`config.mk`:
```
export PLATFORM = sky130hd
export DESIGN_NAME = uart_tx_unit
export DESIGN_NICKNAME = d
export VERILOG_FILES = /design/src/rtl/uart_tx_unit.sv
export SDC_FILE = /design/constraint.sdc
export NUM_CORES = 1
export LEC_CHECK = 0
export CAP_MARGIN = 20
export CORE_MARGIN = 2
export CORE_UTILIZATION = 50
export DETAILED_ROUTE_END_ITERATION = 6
export GPL_ROUTABILITY_DRIVEN = 0
export PLACE_DENSITY = 0.71
export REMOVE_ABC_BUFFERS = 1
export SYNTH_ARGS = -nofsm -noshare
export SYNTH_HDL_FRONTEND = slang
export SYNTH_SLANG_ARGS = --single-unit
```
`constraint.sdc`:
```
create_clock -name clk -period 2.5 [get_ports clk]
set_clock_uncertainty 0.1 [all_clocks]
set_input_delay 0.25 -clock clk [delete_from_list [all_inputs] [get_ports clk]]
set_output_delay 0.25 -clock clk [all_outputs]
set_load 0.05 [all_outputs]
```
`src/rtl/uart_tx_unit.sv`:
```
// UART transmitter: 1 start bit, DBIT data bits LSB-first, SB_TICK/16 stop bits,
// no parity, with its own 16x-oversampled baud tick generator.
// Requires CLK_FREQ / (16*BAUD) >= 2 so the end-of-frame pulse can be registered.
module uart_tx_unit #(
    parameter int unsigned CLK_FREQ = 100_000_000,
    parameter int unsigned BAUD     = 9600,
    parameter int unsigned DBIT     = 8,
    parameter int unsigned SB_TICK  = 16
) (
    input  logic            clk,
    input  logic            reset_n,
    input  logic            tx_start,
    input  logic [DBIT-1:0] tx_din,
    output logic            tx,
    output logic            tx_busy,
    output logic            tx_done_tick
);

    localparam int unsigned DIV      = CLK_FREQ / (16 * BAUD);
    localparam int unsigned DIV_W    = (DIV > 1) ? $clog2(DIV) : 1;
    localparam int unsigned DIV_PRE  = (DIV > 1) ? DIV - 2 : 0;
    localparam int unsigned TICK_MAX = (SB_TICK > 16) ? SB_TICK : 16;
    localparam int unsigned TICK_W   = $clog2(TICK_MAX);
    localparam int unsigned BIT_W    = (DBIT > 1) ? $clog2(DBIT) : 1;

    typedef enum logic [1:0] {
        IDLE  = 2'd0,
        START = 2'd1,
        DATA  = 2'd2,
        STOP  = 2'd3
    } state_e;

    state_e              state_q, state_d;
    logic [DIV_W-1:0]    baud_q, baud_d;
    logic [TICK_W-1:0]   tick_q, tick_d;
    logic [BIT_W-1:0]    bit_q, bit_d;
    logic [DBIT-1:0]     shreg_q, shreg_d;
    logic                tx_q, tx_d;
    logic                busy_q, busy_d;
    logic                done_q, done_d;
    logic                s_tick;

    // Baud divider: parked at 0 while idle, so every frame starts phase-aligned.
    always_comb begin
        baud_d = baud_q;
        s_tick = 1'b0;
        if (state_q == IDLE) begin
            baud_d = '0;
        end else if (baud_q == DIV_W'(DIV - 1)) begin
            baud_d = '0;
            s_tick = 1'b1;
        end else begin
            baud_d = baud_q + DIV_W'(1);
        end
    end

    // Frame sequencing: next state, oversample/bit counters and shift register.
    always_comb begin
        state_d = state_q;
        tick_d  = tick_q;
        bit_d   = bit_q;
        shreg_d = shreg_q;
        unique case (state_q)
            IDLE: begin
                if (tx_start) begin
                    shreg_d = tx_din;
                    tick_d  = '0;
                    bit_d   = '0;
                    state_d = START;
                end
            end
            START: begin
                if (s_tick) begin
                    if (tick_q == TICK_W'(15)) begin
                        tick_d  = '0;
                        state_d = DATA;
                    end else begin
                        tick_d = tick_q + TICK_W'(1);
                    end
                end
            end
            DATA: begin
                if (s_tick) begin
                    if (tick_q == TICK_W'(15)) begin
                        tick_d  = '0;
                        shreg_d = shreg_q >> 1;
                        if (bit_q == BIT_W'(DBIT - 1)) begin
                            state_d = STOP;
                        end else begin
                            bit_d = bit_q + BIT_W'(1);
                        end
                    end else begin
                        tick_d = tick_q + TICK_W'(1);
                    end
                end
            end
            STOP: begin
                if (s_tick) begin
                    if (tick_q == TICK_W'(SB_TICK - 1)) begin
                        tick_d  = '0;
                        state_d = IDLE;
                    end else begin
                        tick_d = tick_q + TICK_W'(1);
                    end
                end
            end
            default: state_d = IDLE;
        endcase
    end

    // Output look-ahead: line/busy follow next state; done fires one cycle before the last stop tick.
    always_comb begin
        tx_d   = 1'b1;
        busy_d = (state_d != IDLE);
        done_d = (state_q == STOP) && (tick_q == TICK_W'(SB_TICK - 1))
                 && (baud_q == DIV_W'(DIV_PRE));
        unique case (state_d)
            START:   tx_d = 1'b0;
            DATA:    tx_d = shreg_d[0];
            default: tx_d = 1'b1;
        endcase
    end

    // State and datapath registers.
    always_ff @(posedge clk or negedge reset_n) begin
        if (!reset_n) begin
            state_q <= IDLE;
            baud_q  <= '0;
            tick_q  <= '0;
            bit_q   <= '0;
            shreg_q <= '0;
            tx_q    <= 1'b1;
            busy_q  <= 1'b0;
            done_q  <= 1'b0;
        end else begin
            state_q <= state_d;
            baud_q  <= baud_d;
            tick_q  <= tick_d;
            bit_q   <= bit_d;
            shreg_q <= shreg_d;
            tx_q    <= tx_d;
            busy_q  <= busy_d;
            done_q  <= done_d;
        end
    end

    assign tx           = tx_q;
    assign tx_busy      = busy_q;
    assign tx_done_tick = done_q;

endmodule

```
-- After elaboration in Yosys (flattened, before gate mapping)
Index checks and enable logic that the tools add are counted.
- add/subtract/negate cells: 3
- multiply operators: 0
- divide/modulo/power cells: 0
- magnitude comparators: 0
- equal/unequal tests: 14
- shift operators: 0
- multiplexer cells: 27
- bitwise operators: 0
- reduce and logical (&&, ||, !) cells: 9
- operators with widths (operator ; count):
    two-way mux 8 bit ; 3
    == test 10 bit (second input constant) ; 2
    two-way mux 10 bit ; 2
    two-way mux 2 bit ; 8
    one-hot mux 8 bit (2 select lines) ; 1
    two-way mux 3 bit ; 4
    two-way mux 4 bit ; 3
    adder 10 x 1 -> 10 bit (second input constant) ; 1
    inequality test 2 bit (second input constant) ; 4
    one-hot mux 2 bit (4 select lines) ; 1
    one-hot mux 4 bit (2 select lines) ; 1
    == test 2 bit (second input constant) ; 3
    one-hot mux 3 bit (2 select lines) ; 1
    AND reduction 5 bit ; 1
    adder 4 x 1 -> 4 bit (second input constant) ; 1
    == test 2 x 1 -> 1 bit (second input constant) ; 2
    == test 4 bit (second input constant) ; 1
    AND reduction 4 bit ; 1
    nonzero test 2 bit ; 2
    adder 3 x 1 -> 3 bit (second input constant) ; 1
    == test 3 bit (second input constant) ; 1
    OR reduction 3 bit ; 1
    logical AND 1 bit ; 2
    zero test 2 bit ; 1
    other kinds (4) ; 5
- flip-flop bits (word level): 30
- bits in latches: 0
- bits in writable memories: 0
- memory bits (read-only): 0
- bits of input ports: 11
- output and inout bits: 3
- word-level logic and storage cells: 62
- memories: 0

-- Logic depth before layout (Yosys ltp)
- depth in word-level cells: 7
- mapped depth: 8
- depth with buffers taken out: 7

-- Worst setup path after synthesis
No wires, ideal clock.
- path kind: register -> register
- start: reg baud_q[0]
- end: reg bit_q[0]
- library setup time: 0.125 ns
- data arrival time: 1.768 ns
- data required time: 2.275 ns
- setup slack: 0.507 ns
- cell stages (with the launch flop): 9
- buffers on the path: 1
- clock period less this slack: 1.993 ns
- path through: dfrtp_1 -> inv_1 -> ha_1 -> and4_1 -> and4_1 -> buf_2 -> nor2_2 -> a21o_1 -> mux2_2
- word-level cells in the longest chain between the ends: 5
- RTL lines (element ; RTL line ; RTL):
    from (decl) ; 34 ; logic [DIV_W-1:0] baud_q, baud_d;
    from (signal assigned) ; 137 ; baud_q <= baud_d;
    == test 10 bit ; 49 ; end else if (baud_q == DIV_W'(DIV - 1)) begin
    two-way mux 1 bit ; 49 ;
    two-way mux 1 bit ; 47 ; if (state_q == IDLE) begin
    inequality test 2 bit (no source line) ; -- ;
    AND reduction 5 bit (no source line) ; -- ;
    to (signal assigned) ; 139 ; bit_q <= bit_d;
    to (decl) ; 36 ; logic [BIT_W-1:0] bit_q, bit_d;
No other way between the ends.
A chain may end at the register's enable or synchronous reset.

-- Worst setup path in the final report
Same ends and word-level chain as after synthesis.

==> summary.md <==
| Metric | Value |
|---|---|
| Status | finished, final reports clean |
| Post-detailed-route via-to-cell ratio | 5.59 |
| Reg area | approximately 750 um2 |
| Initial Util | 51.1% |
| Post-DP HPWL | ~2 mm |
| Slew headroom | 66.1% |
| Required time of the critical path | 2680 ps |
| Met3 wire length | 131 um |
| Hold crit path type | input pin to async pin |
| DP Worst Slack | 449 ps |
| I/O Buffers | 13 |
| Die H | 59.2 um |
| GRT Residual Overflow | 0 |
| Critical path arrival | 2240 ps |
| Die W | 59.2 um |
| Cts bufs inserted | 5 |
| Leak | 0.801 nW |
| FILL cells | 259 |
| Post-synthesis sequential area ratio | 49.4% |
| Post-CTS Resized | 0 |
| Total wire length | 2.75 mm |
| Ant diodes | 0 |
| Setup TNS | 0 ps |
| Post-synth top flop | dfrtp_1 |
| Largest net degree at the start of global routing | 31 |
| Max Slew Vio Count | 0 |
| Post-Route M1 WL | 1.33 mm |
| Min Clock Period, post-route | a little over 2000 ps |
| Gate Count Post-Synth | around 150 |
| Core ar. | 2980 um2 |
| Multi-input gate area | 738 um2 |
| Per-cell routed wire length | 13.8 um |
| FF+latch count, synth | 30 |
| Tot GR Track Use | 18.3% |
| Vias in the first global route | roughly 1000 |
| Startpoint types | register |
| I/O Pins | 14 |
| Largest family of logic cells by synthesized area | simple AND/OR/NAND/NOR gates |
| Synth Area in XOR/XNOR | 5.18% |
| Mapped cell area | ~1500 um2 |
| Max frequency | 484 MHz |
| Crit path max fanout | 8 |
| Async S/R FF share, synth | 100% |
| Synth Area in Compound Gates | 12.2% |
| Final net count | 182 |
| DRC | 0 |
| Final setup fails | 0 |
| Post-Synth Simple-Gate Area | 25.4% |
| Share of layout cells above drive strength 1 | 10.8% |
| CTS sink cnt | 30 |
| Final worst slack | 435 ps |
| Initial detailed-routing violation count | 45 |
| Initial antenna violation count | 0 |
| Depth of the CTS H-tree | 2 |
| Worst reg2reg path depth | 7 |
| Site Rows | 20 |
| Clk pin slew, worst setup/hold paths | 90 ps |
| Period utilization | 82.6% |
| Clock latency on the worst-skew pair | around 330 ps |
| PwrDens | around 660 nW/um2 |
| Commonest non-fill, non-tap cells in the layout | dfrtp_1 (29), nand2_1 (20), nor2_1 (14) |
| Met2 wire length | 1.24 mm |
| DR pass1 iterations | 4 |
| Clk root buf | clkbuf_4 |
| Synth-to-Final Area Change | 15.3% |
| Max-cap viol count | 0 |
| Clock buffer depth | 2 |
| WS Path Type | register to register |
| Multiplexer area fraction after synthesis | 0.740% |
| Mean Syn Cell Area | 10.4 um2 |
| Unique masters post-synth | 41 |
| RSZ-0062 raised after global routing | no |
| Post-synthesis adder-cell area fraction | under 10% |
| Max IR drop VDD | 573 uV |
| Hold Fails Final Rpt | 0 |
| Number of synthesized flops with an enable pin | 0 |
| Synth Warn # | 0 |
| Setup crit end kind | register |
| # hold bufs at CTS | 0 |
| Worst-margin pin slew | 506 ps |
| CTS tree | yes |
| Post-route ant nets | 0 |
| Setup Buffers After CTS | 0 |
| Die footprint | approximately 3500 um2 |
| DR vias | 1113 |
| First-pass GRT wire length | 4.65 mm |
| Commonest non-fill, non-tap cell in the layout | dfrtp_1 |
| Max Used Layer | met4 |
[worst max-delay path, cell delays in order (launching register included)]
cell	delay, ps
dfrtp_1	450
inv_1	90
ha_1	250
and4_1	290
and4_1	260
buf_4	170
nor2b_1	230
mux2_2	190
[cells in the mapped netlist, types with 2 or more instances]
master	n	area share [%]
a22o_1	3	1.7
xor2_1	3	1.7
and3_1	3	1.2
and4_1	3	1.7
nor2_1	14	3.5
nand2_1	20	4.9
nand2b_1	2	0.82
nor2b_1	3	1.2
buf_2	2	0.66
nor3_1	2	0.66
a31oi_1	2	0.82
a22oi_1	6	3.0
xnor2_1	6	3.5
nand3_1	7	2.3
ha_1	6	4.9
a21oi_1	2	0.66
clkbuf_1	3	0.74
inv_1	3	0.74
dfrtp_1	29	48
nand3b_1	2	0.99
a211oi_1	2	0.99
o21ai_0	5	1.6
[where the power goes]
part | internal (W) | switching, W
clock | 0.000136 | 0.000160
sequential | 0.000554 | 0.0000963
combinational | 0.000115 | 0.0000984
total | 0.000804 | 0.000354
[registers in the layout (all words and copies together) (netlist names)]
| register | cells |
|---|---|
| baud_q | 10 |
| shreg_q | 8 |
| tick_q | 4 |
| bit_q | 3 |
| state_q | 2 |
| tx | 1 |
| tx_busy | 1 |
| tx_done_tick | 1 |
[cells by family (layout without fill, tap and decap cells)]
family,after synthesis,in the layout
and+or+nand+nor,67,67
AOI/OAI and AO/OA,26,26
xor gates and xnor gates,9,9
adders and majority gates,6,6
DFF,30,30
buffers and inverters,8,27
muxes,1,1
[final cells by class]
cell class                 count  area share [%]
sequential                    30            42.8
multi-input combinational    109            42.1
timing repair buffer          16            8.70
clock buffer                   7            3.14
tap                           33            2.35
inverter                       3           0.641
clock inverter                 1           0.285
[path summary, 6_finish.rpt]
check	slack, ps	from	endpoint
worst max-delay path	440	baud_q[0]	bit_q[0]
worst min-delay path	200	reset_n	shreg_q[2]
worst max register to register	440	baud_q[0]	bit_q[0]
worst min register to register	390	shreg_q[1]	shreg_q[1]
max in group asynchronous	1800	reset_n	tx
min in group clk	380	tx_din[7]	shreg_q[7]
[routing by layer]
metal	track usage [%]	vias up
met4	7.79	0
met2	27.8	24
met5	0	-
met1	22.8	523
li1	-	561
met3	7.86	5
[per-stage QoR]
step	hold WS [ps]	util [%]	power, W	instances	instance area, um2
after floorplan	-146	-	0.000802	142	1500
after global placement	359	56.9	0.000862	191	1700
after detailed placement	365	56.9	0.000875	191	1700
after CTS	207	58.9	0.00117	199	1760
after global routing	213	58.9	0.00124	199	1760
final	198	58.9	0.00116	199	1760
(Power assumes the default switching activity.)
